$ cat config.mk
export PLATFORM = sky130hd
export DESIGN_NAME = inst_word_encoder
export DESIGN_NICKNAME = d
export VERILOG_FILES = /design/src/rtl/inst_fmt_pkg.sv /design/src/rtl/inst_packer.sv /design/src/rtl/inst_word_encoder.sv
export SDC_FILE = /design/constraint.sdc
export NUM_CORES = 1
export LEC_CHECK = 0
export ABC_CLOCK_PERIOD_IN_PS = 2100
export CELL_PAD_IN_SITES_DETAIL_PLACEMENT = 0
export CELL_PAD_IN_SITES_GLOBAL_PLACEMENT = 1
export CORE_ASPECT_RATIO = 0.75
export CORE_MARGIN = 5
export CORE_UTILIZATION = 30
export CTS_CLUSTER_SIZE = 12
export DETAILED_ROUTE_END_ITERATION = 7
export GPL_TIMING_DRIVEN = 0
export PLACE_DENSITY_LB_ADDON = 0.1
export SYNTH_ARGS = -nofsm -noshare
export SYNTH_HDL_FRONTEND = slang
export SYNTH_SLANG_ARGS = --single-unit
$ cat constraint.sdc
create_clock -name clock -period 2.1 [get_ports clock]
set_input_delay 0.315 -clock clock [delete_from_list [all_inputs] [get_ports clock]]
set_output_delay 0.315 -clock clock [all_outputs]
set_load 0.05 [all_outputs]
$ cat src/rtl/inst_fmt_pkg.sv
// Shared instruction-format definitions: type codes, opcodes, field
// positions and immediate range, used by the encoder and its packer.
package inst_fmt_pkg;

    typedef enum logic [1:0] {
        TYPE_R   = 2'b00,
        TYPE_I   = 2'b01,
        TYPE_JI  = 2'b10,
        TYPE_JII = 2'b11
    } inst_type_t;

    localparam logic [4:0] OP_ADD  = 5'b00000;
    localparam logic [4:0] OP_J    = 5'b00001;
    localparam logic [4:0] OP_JAL  = 5'b00011;
    localparam logic [4:0] OP_JR   = 5'b00100;
    localparam logic [4:0] OP_BEX  = 5'b10110;
    localparam logic [4:0] OP_SETX = 5'b10101;

    localparam int OP_LSB    = 27;
    localparam int RD_LSB    = 22;
    localparam int RS_LSB    = 17;
    localparam int RT_LSB    = 12;
    localparam int SHAMT_LSB = 7;
    localparam int ALUOP_LSB = 2;

    localparam logic signed [31:0] IMM_MIN = -32'sd65536;
    localparam logic signed [31:0] IMM_MAX = 32'sd65535;

    // Map an opcode onto its instruction format; anything not listed is I type.
    function automatic inst_type_t classify(input logic [4:0] op);
        if (op == OP_ADD)
            return TYPE_R;
        else if (op == OP_J || op == OP_JAL || op == OP_BEX || op == OP_SETX)
            return TYPE_JI;
        else if (op == OP_JR)
            return TYPE_JII;
        else
            return TYPE_I;
    endfunction

endpackage

$ cat src/rtl/inst_packer.sv
// Combinational classify + pack + overflow detect for one field bundle.
module inst_packer
    import inst_fmt_pkg::*;
(
    input  logic [4:0]  op,
    input  logic [4:0]  rd,
    input  logic [4:0]  rs,
    input  logic [4:0]  rt,
    input  logic [4:0]  shamt,
    input  logic [4:0]  aluop,
    input  logic [31:0] imm,
    input  logic [31:0] target,
    output logic [31:0] word,
    output logic [1:0]  type_code,
    output logic        overflow
);

    inst_type_t itype;

    // Place the fields the format uses; fields that do not fit are truncated
    // into their slot and flagged.
    always_comb begin
        itype     = classify(op);
        type_code = itype;
        word      = '0;
        overflow  = 1'b0;
        word[OP_LSB +: 5] = op;
        unique case (itype)
            TYPE_R: begin
                word[RD_LSB +: 5]    = rd;
                word[RS_LSB +: 5]    = rs;
                word[RT_LSB +: 5]    = rt;
                word[SHAMT_LSB +: 5] = shamt;
                word[ALUOP_LSB +: 5] = aluop;
            end
            TYPE_I: begin
                word[RD_LSB +: 5] = rd;
                word[RS_LSB +: 5] = rs;
                word[16:0]        = imm[16:0];
                overflow = ($signed(imm) < IMM_MIN) || ($signed(imm) > IMM_MAX);
            end
            TYPE_JI: begin
                word[26:0] = target[26:0];
                overflow   = |target[31:27];
            end
            TYPE_JII: begin
                word[RD_LSB +: 5] = rd;
            end
        endcase
    end

endmodule

$ cat src/rtl/inst_word_encoder.sv
// Session FSM that accepts field bundles, encodes them and writes the words
// sequentially into instruction memory one cycle after acceptance.
module inst_word_encoder
    import inst_fmt_pkg::*;
#(
    parameter int ADDR_W    = 12,
    parameter int BASE_ADDR = 0,
    parameter int DEPTH     = 4096
)(
    input  logic              clock,
    input  logic              reset,
    input  logic              start,
    input  logic              in_valid,
    output logic              in_ready,
    input  logic [4:0]        op,
    input  logic [4:0]        rd,
    input  logic [4:0]        rs,
    input  logic [4:0]        rt,
    input  logic [4:0]        shamt,
    input  logic [4:0]        aluop,
    input  logic [31:0]       imm,
    input  logic [31:0]       target,
    output logic              mem_we,
    output logic [ADDR_W-1:0] mem_addr,
    output logic [31:0]       mem_data,
    output logic [1:0]        mem_type,
    output logic [ADDR_W:0]   wr_count,
    output logic              full,
    output logic              err,
    output logic [ADDR_W-1:0] err_addr
);

    localparam logic [ADDR_W-1:0] BASE_PTR  = ADDR_W'(BASE_ADDR);
    localparam logic [ADDR_W-1:0] PTR_ONE   = ADDR_W'(1);
    localparam logic [ADDR_W:0]   CNT_ONE   = (ADDR_W+1)'(1);
    localparam logic [ADDR_W:0]   DEPTH_CNT = (ADDR_W+1)'(DEPTH);

    typedef enum logic [1:0] {
        ST_IDLE,
        ST_RUN,
        ST_FULL
    } state_t;

    state_t            state;
    logic [ADDR_W-1:0] ptr;
    logic [31:0]       word;
    logic [1:0]        type_code;
    logic              overflow;
    logic              accept;

    inst_packer u_packer (
        .op        (op),
        .rd        (rd),
        .rs        (rs),
        .rt        (rt),
        .shamt     (shamt),
        .aluop     (aluop),
        .imm       (imm),
        .target    (target),
        .word      (word),
        .type_code (type_code),
        .overflow  (overflow)
    );

    // A start pulse takes priority over a beat offered in the same cycle.
    assign in_ready = (state == ST_RUN) && !start;
    assign accept   = in_valid && in_ready;

    // Session FSM, write pointer, counters and the registered IMEM write port.
    always_ff @(posedge clock) begin
        if (reset) begin
            state    <= ST_IDLE;
            ptr      <= BASE_PTR;
            mem_we   <= 1'b0;
            mem_addr <= '0;
            mem_data <= '0;
            mem_type <= '0;
            wr_count <= '0;
            full     <= 1'b0;
            err      <= 1'b0;
            err_addr <= '0;
        end else begin
            mem_we <= accept;
            if (accept) begin
                mem_addr <= ptr;
                mem_data <= word;
                mem_type <= type_code;
            end
            if (start) begin
                state    <= ST_RUN;
                ptr      <= BASE_PTR;
                wr_count <= '0;
                full     <= 1'b0;
                err      <= 1'b0;
                err_addr <= '0;
            end else if (accept) begin
                ptr      <= ptr + PTR_ONE;
                wr_count <= wr_count + CNT_ONE;
                if (overflow) begin
                    err <= 1'b1;
                    if (!err)
                        err_addr <= ptr;
                end
                if (wr_count + CNT_ONE == DEPTH_CNT) begin
                    state <= ST_FULL;
                    full  <= 1'b1;
                end
            end
        end
    end

endmodule

==> results of run 1 <==
==> cells by family (layout without fill, tap and decap cells) <==
| kind of cell | Yosys count | count (layout) |
|---|---|---|
| and+or+nand+nor | 209 | 209 |
| DFF | 87 | 87 |
| buffers and inverters | 34 | 224 |
| AOI/OAI and AO/OA | 109 | 109 |
| xor gates and xnor gates | 21 | 21 |
| muxes | 10 | 10 |
| adders and majority gates | 2 | 2 |
==> area by class of cell <==
class	count	area share (%)
multi-input cells	351	33.2
inverters	2	0.120
well taps	171	3.41
clock inverters	6	1.12
repair buffers	176	28.2
plain buffers	30	2.49
flip-flops and latches	87	27.8
clock buffers	10	3.65
==> metrics by stage <==
stage	setup TNS, ps	std cells
final	0	833
after global routing	0	833
after CTS	0	832
after detailed placement	-22720	814
after global placement	-21500	814
after floorplan	0	472
==> flip-flops by register name, summed over array words and instances, names as in the netlist <==
signal / flops
mem_data: 32
wr_count: 13
state: 2
mem_addr: 12
mem_we: 1
mem_type: 2
err_addr: 12
err: 1
ptr: 12
==> per-layer routing <==
metal  GRT usage, %  part of all wire [%]  vias up
li1               -                     -     2066
met1           22.5                    46     1890
met2           28.2                    45      125
met3           6.26                   7.5       16
met4           4.48                   1.5        0
met5              0                     0        -
==> power breakdown <==
group          internal (mW)  leakage [nW]  switching [mW]
clock network          0.931         0.147           0.696
logic                  0.287          1.30           0.268
registers               1.67         0.704          0.0140
total                   2.89          2.15           0.978
==> worst register-to-register path, cell delays in order, from the launching register on <==
cell and delay, ps:
dfxtp_2 420, ha_1 350, nand4_1 260, xnor2_1 190, nor3_1 150, o211ai_1 150
o31a_1 260
==> cell usage after synthesis, types with 3 or more instances <==
cell type	number
nand2b_1	3
nand2_1	70
o21ai_0	22
xor2_1	11
nand4_1	14
nor2_1	46
o21ai_1	11
nor2b_1	13
dfxtp_1	87
mux2i_1	10
or3_1	6
nor4_1	7
buf_6	3
a221oi_1	15
a211oi_1	5
and2b_1	3
nor3_1	7
and4_1	6
nand3_1	21
buf_2	4
a21oi_1	38
buf_1	4
clkbuf_1	18
xnor2_1	10
a2bb2oi_1	5
==> what timing repair did <==
action,CTS,global route
setup buffers,2,3
endpoints found under the setup margin,24,54
gates resized for setup,3,17
pin swaps,1,1
==> worst paths after layout <==
check,to,slack [ps],cells after the start
worst min-delay path,mem_data[27],330,3
worst max-delay path,wr_count[2],90,1
worst min register to register,mem_type[0],450,2
worst max register to register,state[0],210,6
==> summary.txt, run 1 <==
Outcome
  – Status: finished, final reports clean

Setup path
  – Slowest cell on crit path: clkdlybuf4s50_1
  – CP delay by family, top: buffers and inverters
  – CP startpoint: wr_count[2]
  – WP buf/inv: 1
  – CP Data Arrival Time: 1690 ps
  – Type of origin of the critical path: register
  – Start of the worst register-to-register path: wr_count[0]
  – Crit path cell chain: clkdlybuf4s50_1
  – Worst-path fanout max: 8
  – Setup crit end kind: primary output
  – Setup CP Type: register to primary output
  – Max incr delay on CP: 860 ps
  – Critical path data required time: 1780 ps

Yosys
  – Mux cell area share after synthesis: 2.52%
  – Post-Syn Area: 3980 sq um
  – Top FF cell, synth: dfxtp_1
  – Post-synth net total: 572
  – Top cell type's share of synthesized area: 43.8%
  – Largest family of logic cells by synthesized area: simple AND/OR/NAND/NOR gates
  – Register area share after synthesis: 43.8%
  – Post-synthesis compound-gate area fraction: 18.4%
  – Post-Synthesis Cells: 472
  – Post-synth EDFFs: 0
  – Ys async rst share: 0%
  – Post-synth top area cell: dfxtp_1
  – Synth cell types: 50
  – Top post-synthesis cells by area: dfxtp_1, nand2_1, a21oi_1
  – Ys Warns: 0
  – Adder-Cell Fraction of Synth Area: 0.630%
  – Synth Area in Simple Gates: 25.9%
  – Seq cells post-synth: 87
  – Syn_area_per_cell: 8.42 sq um
  – Post-Synth XOR/XNOR Area: 4.63%

Clock tree
  – CTS tree: built
  – Clk slew on worst S/H paths: 60 ps
  – Clk_lat worst skew: 350 ps
  – Clk sinks: 87
  – Deepest clock path buffer count: 2
  – Post-CTS Hold Buffers: 0
  – CTS buffer count: 9
  – H-tree levels: 3
  – Root Driver: clkbuf_16

Final layout
  – # diodes: 0
  – Most frequent cells in the layout: clkdlybuf4s50_1, dfxtp_1, nand2_1, nor2_1, a21oi_1
  – Fin util: 48.4%
  – Share of cells above drive strength 1: 7.70%
  – Layout area overhead: 57.9%
  – Fill cell count: 1,295
  – Most common cell after layout, fill and taps aside: clkdlybuf4s50_1
  – Total Nets Final: 757
  – Final Cell Area: 6280 sq um
  – FF/Latch Area: 1740 sq um
  – Multi-input gate area: 2090 sq um

STA
  – Hold WS: 333 ps
  – Max-slew headroom: 56.7%
  – Fin crit share: 95.5%
  – Fin. max-slew vios: 0
  – Actual slew at the worst max-slew pin: 644 ps
  – Unrepaired setup endpoints after global routing: false
  – Skew final: 6.93 ps
  – Final Hold Vio Count: 0
  – Final count of negative-setup-slack endpoints: 0
  – Final setup margin: 94.8 ps
  – Maximum achievable frequency: 0.499 GHz
  – Min Tclk post-route: 2010 ps

GRT
  – First-pass GRT wire length: 21.6 mm
  – Pin count of the biggest net entering global routing: 16
  – Grt total ovfl: 0
  – Antenna violations before repair: 0
  – Vias in the first global route: 4,068
  – GR Util All Layers: 17.5%

Job
  – Max Cap Viol: 0

Hold path
  – Hold crit path type: input pin to register
  – Hold path startpoint: op[0]

Placement
  – Post-DP Area: 5900 sq um
  – Routability cong.: 0.768
  – DP Worst Slack: -459 ps
  – Buffers on Ports: 171
  – Final HPWL DP: 10.7 mm

Power and ir drop
  – Total leakage power: 2.15 nW
  – VDD IR-drop max: 0.000380 V
  – PwrDens: 616 nW/um^2
  – Power Total: 3.87 mW

Floorplanning
  – # IOs: 173
  – Initial Util: 30.6%
  – Rows: 36
  – Die H: 110 um
  – Die Width: 143 um
  – Core footprint: 13,000 sq um
  – Die Area: 15,700 sq um

Route
  – Detailed Route WL: 13.7 mm
  – Vias: 4,097
  – # DRC: 0
  – Post-DR wirelength/cell: 16.4 um
  – Pre-antenna DRT Iters: 4
  – Iteration-0 DRC Markers: 135
  – Via/cell ratio: 4.92
  – ANT nets after route: 0
Power figures use the tool's default switching activity.
==> run 2: changes to the inputs <==
Settings changed: CAP_MARGIN from default to 10, CORE_MARGIN 5 to 2.
==> run 2 against run 1 <==
Compared with the run above: clock power rose by 3%; final area rose by 0.44%; total power rose by 1.2%; utilization rose by 0.21 points; sequential power barely moved; setup slack improved by 16 ps; largest cell class unchanged; highest routed layer unchanged.
==> summary.txt, run 2 (synthesis results as in run 1) <==
Floorplanning
  – Rows: 36
  – Initial Util: 30.6%
  – Die H: 104 um
  – Die Area: 14,200 sq um
  – Die Width: 137 um
  – # IOs: 173
  – Core footprint: 13,000 sq um

Power and ir drop
  – PwrDens: 621 nW/um^2
  – Total leakage power: 2.16 nW
  – VDD IR-drop max: 0.000367 V
  – Power Total: 3.92 mW

STA
  – Max-slew headroom: 61.4%
  – Skew final: 9.84 ps
  – Final count of negative-setup-slack endpoints: 0
  – Fin crit share: 94.7%
  – Min Tclk post-route: 1990 ps
  – Maximum achievable frequency: 0.503 GHz
  – Actual slew at the worst max-slew pin: 574 ps
  – Hold WS: 329 ps
  – Final Hold Vio Count: 0
  – Fin. max-slew vios: 0

Setup path
  – CP Data Arrival Time: 1670 ps
  – Max incr delay on CP: 570 ps
  – WP buf/inv: 2
  – Type of origin of the critical path: input pin
  – Critical path data required time: 1780 ps
  – Worst-path fanout max: 7
  – Slowest cell on crit path: dlygate4sd2_1
  – Setup CP Type: input pin to primary output
  – CP delay by family, top: buffers and inverters
  – Setup crit end kind: primary output
  – Crit path cell chain: clkdlybuf4s50_1, nor3b_1, dlygate4sd2_1

Final layout
  – Largest register FFs: 32
  – Layout area overhead: 58.6%
  – Final Cell Area: 6310 sq um
  – Total Nets Final: 759
  – # diodes: 0
  – Share of cells above drive strength 1: 8.28%
  – Largest regs: mem_data (32), wr_count (13)
  – Fill cell count: 1,266
  – Most common cell after layout, fill and taps aside: clkdlybuf4s50_1
  – Most frequent cells in the layout: clkdlybuf4s50_1, dfxtp_1, nand2_1, nor2_1, a21oi_1
  – Most flops, register: mem_data
  – Final Non-Filler Cells: 835

Clock tree
  – Clk_lat worst skew: 340 ps
  – Root Driver: clkbuf_16
  – H-tree levels: 3
  – Clk slew on worst S/H paths: 70 ps
  – CTS tree: built
  – CTS buffer count: 9
  – Post-CTS Hold Buffers: 0
  – Clk sinks: 87
  – Deepest clock path buffer count: 2

Route
  – Iteration-0 DRC Markers: 162
  – Via/cell ratio: 4.94
  – Detailed Route WL: 13.1 mm
  – # DRC: 0
  – Pre-antenna DRT Iters: 4
  – Vias: 4,125
  – Post-DR wirelength/cell: 15.7 um
  – ANT nets after route: 0

Hold path
  – Hold crit path type: input pin to register

Placement
  – Final HPWL DP: 10.2 mm
  – Post-DP Area: 5900 sq um
  – DP Cell Count: 814
  – Buffers on Ports: 171
  – Routability cong.: 0.791

GRT
  – Grt total ovfl: 0
  – First-pass GRT wire length: 20.8 mm
  – Vias in the first global route: 4,041
  – Antenna violations before repair: 0
  – Pin count of the biggest net entering global routing: 17
  – GR Util All Layers: 18.5%

Outcome
  – Status: finished, final reports clean

Job
  – Max Cap Viol: 0
[run 2: where the power goes]
part | internal (mW) | total [mW] | switching (mW)
clock network | 0.974 | 1.68 | 0.705
logic | 0.286 | 0.551 | 0.266
registers | 1.67 | 1.69 | 0.0145
total | 2.93 | 3.92 | 0.985
[run 2: metrics by stage]
stage	util (%)	setup TNS, ps	worst slack, ps
finish	48.6	0	111
global route	48.6	-2.03	-2.03
CTS	48.1	0	0.896
detailed placement	45.5	-24320	-496
global placement	45.5	-22520	-447
floorplan	-	0	25.4
[run 2: timing repair]
action                     in CTS  in global routing
setup endpoints to repair      34                 56
gates resized for setup         3                 19
buffers inserted                2                  4
pin swaps                       1                  4
[run 2: metal layers]
metal,share of wire [%],routed length (um),track usage [%]
met1,48,6270,24.7
met4,1.0,132,5.96
met5,0,0,0
met2,45,5960,29.2
met3,5.8,767,4.85
[run 2: final cells by class]
type                    instances  area, sq um  share of cell area, %
plain buffers                  31          163                   2.58
clock buffers                  10          239                   3.79
clock inverters                 6         75.1                   1.19
inverters                       2         7.51                  0.119
multi-input cells             351         2090                   33.1
flip-flops and latches         87         1740                   27.7
well taps                     171          214                   3.39
repair buffers                177         1780                   28.2
[run 2: path summary, 6_finish.rpt]
path / end / slack, ps / start / depth (start not counted)
min: mem_data[27] / 330 / op[0] / 3
min reg2reg: mem_data[7] / 450 / mem_data[7] / 2
max: in_ready / 110 / start / 3
max reg2reg: state[0] / 140 / wr_count[6] / 6
[run 2: worst reg2reg max path, cell delays in order (launching register included)]
cell and delay (ps):
dfxtp_1 330, clkbuf_2 180, nand4_1 200, nor4_1 480, nor4bb_1 280, nor3_1 100
o31a_1 290
==> run 3: changes to the inputs <==
Settings changed: GPL_TIMING_DRIVEN 0 to default.
==> run 3 against run 2 <==
Compared with the run above: non-clock buffer count fell by 1; setup slack lost 17 ps; die area unchanged; critical path type is now register to primary output; critical endpoint is now wr_count[3]; largest cell class unchanged.
==> summary.txt, run 3 (synthesis results as in run 1) <==
Outcome
  – Status: finished, final reports clean

Final layout
  – FF/Latch Area: 1740 sq um
  – Most frequent cells in the layout: clkdlybuf4s50_1, dfxtp_1, nand2_1, nor2_1, a21oi_1
  – Total Nets Final: 758
  – # diodes: 0
  – Fin util: 49.3%
  – Largest regs: mem_data (32), wr_count (13)
  – Most flops, register: mem_data
  – Fill cell count: 1,235
  – Layout area overhead: 61.0%
  – Share of cells above drive strength 1: 9.65%
  – Largest register FFs: 32
  – Most common cell after layout, fill and taps aside: clkdlybuf4s50_1
  – Multi-input gate area: 2080 sq um

Power and ir drop
  – PwrDens: 627 nW/um^2
  – Power Total: 4.01 mW
  – VDD IR-drop max: 0.000397 V
  – Comb pwr share: 14.0%
  – Total leakage power: 2.19 nW
  – Reg power frac: 42.0%
  – P_sw: 0.982 mW
  – Switching Fraction: 24.5%
  – Clk pwr share: 44.0%
  – Int Pwr: 3.03 mW

Floorplanning
  – Die Width: 137 um
  – Rows: 36
  – # IOs: 173
  – Die Area: 14,200 sq um
  – Die H: 104 um
  – Initial Util: 30.6%
  – Core footprint: 13,000 sq um

Setup path
  – Type of origin of the critical path: register
  – Setup CP Type: register to primary output
  – Slowest cell on crit path: clkdlybuf4s50_1
  – Max incr delay on CP: 870 ps
  – WP buf/inv: 1
  – CP Data Arrival Time: 1690 ps
  – CP delay by family, top: buffers and inverters
  – Setup crit end kind: primary output
  – Setup slack, reg-to-reg: 220 ps
  – Crit path cell chain: clkdlybuf4s50_1
  – Critical path data required time: 1780 ps
  – Worst-path fanout max: 8

STA
  – Final Hold Vio Count: 0
  – Final count of negative-setup-slack endpoints: 0
  – Fin. max-slew vios: 0
  – Min Tclk post-route: 2010 ps
  – Maximum achievable frequency: 0.498 GHz
  – Fin crit share: 95.5%
  – Max-slew headroom: 62.6%
  – Skew final: 8.54 ps
  – Unrepaired setup endpoints after global routing: false
  – Actual slew at the worst max-slew pin: 559 ps

Hold path
  – Hold crit path type: register to register

Clock tree
  – CTS buffer count: 9
  – Clk slew on worst S/H paths: 60 ps
  – Deepest clock path buffer count: 2
  – CTS tree: built
  – Clk_lat worst skew: 350 ps
  – Postcts setup bufs: 0
  – Post-CTS Hold Buffers: 0
  – Clk sinks: 87
  – H-tree levels: 3
  – Root Driver: clkbuf_16

Route
  – Detailed Route WL: 12.5 mm
  – Iteration-0 DRC Markers: 189
  – Via/cell ratio: 4.89
  – ANT nets after route: 0
  – # DRC: 0
  – Post-DR wirelength/cell: 14.9 um
  – Pre-antenna DRT Iters: 4
  – Vias: 4,082

Placement
  – Routability cong.: 0.800
  – Final HPWL DP: 9.42 mm
  – Buffers on Ports: 172

GRT
  – GR Util All Layers: 17.6%
  – Grt total ovfl: 0
  – Antenna violations before repair: 0
  – Pin count of the biggest net entering global routing: 39
  – Vias in the first global route: 3,936
  – First-pass GRT wire length: 19.7 mm

Job
  – Max Cap Viol: 0
[run 3: cell types whose count changed in the layout (fill, tap and decap cells not counted), sizes merged]
cell / delta
buf: +18
dlymetal6s2s: -4
clkinv: +1
clkdlybuf4s50: +5
bufinv: +1
inv: -1
dlygate4sd2: -1
clkbuf: -20
[run 3: worst register-to-register path: stages, from the launching register on]
cell and delay, ps:
dfxtp_2 410, ha_1 340, nand4_1 260, xnor2_1 200
nor3_1 140, o211ai_1 140, o31a_1 260
[run 3: timing repair]
item | in CTS | in global routing
setup endpoints to repair | 0 | 2
resized for setup | 0 | 1
endpoints found under the hold margin | 0 | 0
[run 3: stage by stage]
stage / setup WS [ps] / cell area, sq um / std cells / setup TNS, ps / hold slack [ps]
2_1_floorplan: 25.4 / 3980 / 472 / 0 / 451
3_3_place_gp: -212 / 6070 / 818 / -4630 / 433
3_5_place_dp: -239 / 6070 / 818 / -6390 / 443
4_1_cts: 83.8 / 6390 / 834 / 0 / 456
5_1_grt: 13.6 / 6400 / 834 / 0 / 478
6_report: 93.5 / 6400 / 834 / 0 / 455
[run 3: cell type report]
type	instances	area share, %
clock buffers	9	3.52
clock inverters	7	1.60
inverters	2	0.117
multi-input cells	351	32.4
flip-flops and latches	87	27.2
well taps	171	3.34
repair buffers	207	31.7
[run 3: power groups by stage]
stage / logic, mW / clock network (mW) / registers (mW)
6_report: 0.561 / 1.77 / 1.69
5_1_grt: 0.604 / 1.89 / 1.69
4_1_cts: 0.568 / 1.82 / 1.69
3_5_place_dp: 0.565 / 0 / 1.73
3_3_place_gp: 0.560 / 0 / 1.72
2_1_floorplan: 0.174 / 0 / 1.80
[run 3: worst paths after layout]
| kind | startpoint | end | cells past startpoint |
|---|---|---|---|
| hold reg to reg | mem_data[8] | mem_data[8] | 2 |
| setup / recovery | wr_count[3] | wr_count[3] | 1 |
| hold / removal | mem_data[8] | mem_data[8] | 2 |
| setup reg to reg | wr_count[1] | state[0] | 6 |
[run 3: per-layer routing]
layer	up-vias	wire length [um]	GRT usage, %
met5	-	0	0
met4	0	160	4.49
met3	14	728	4.85
met2	111	5890	29.7
met1	1900	5690	22.0
li1	2057	-	-
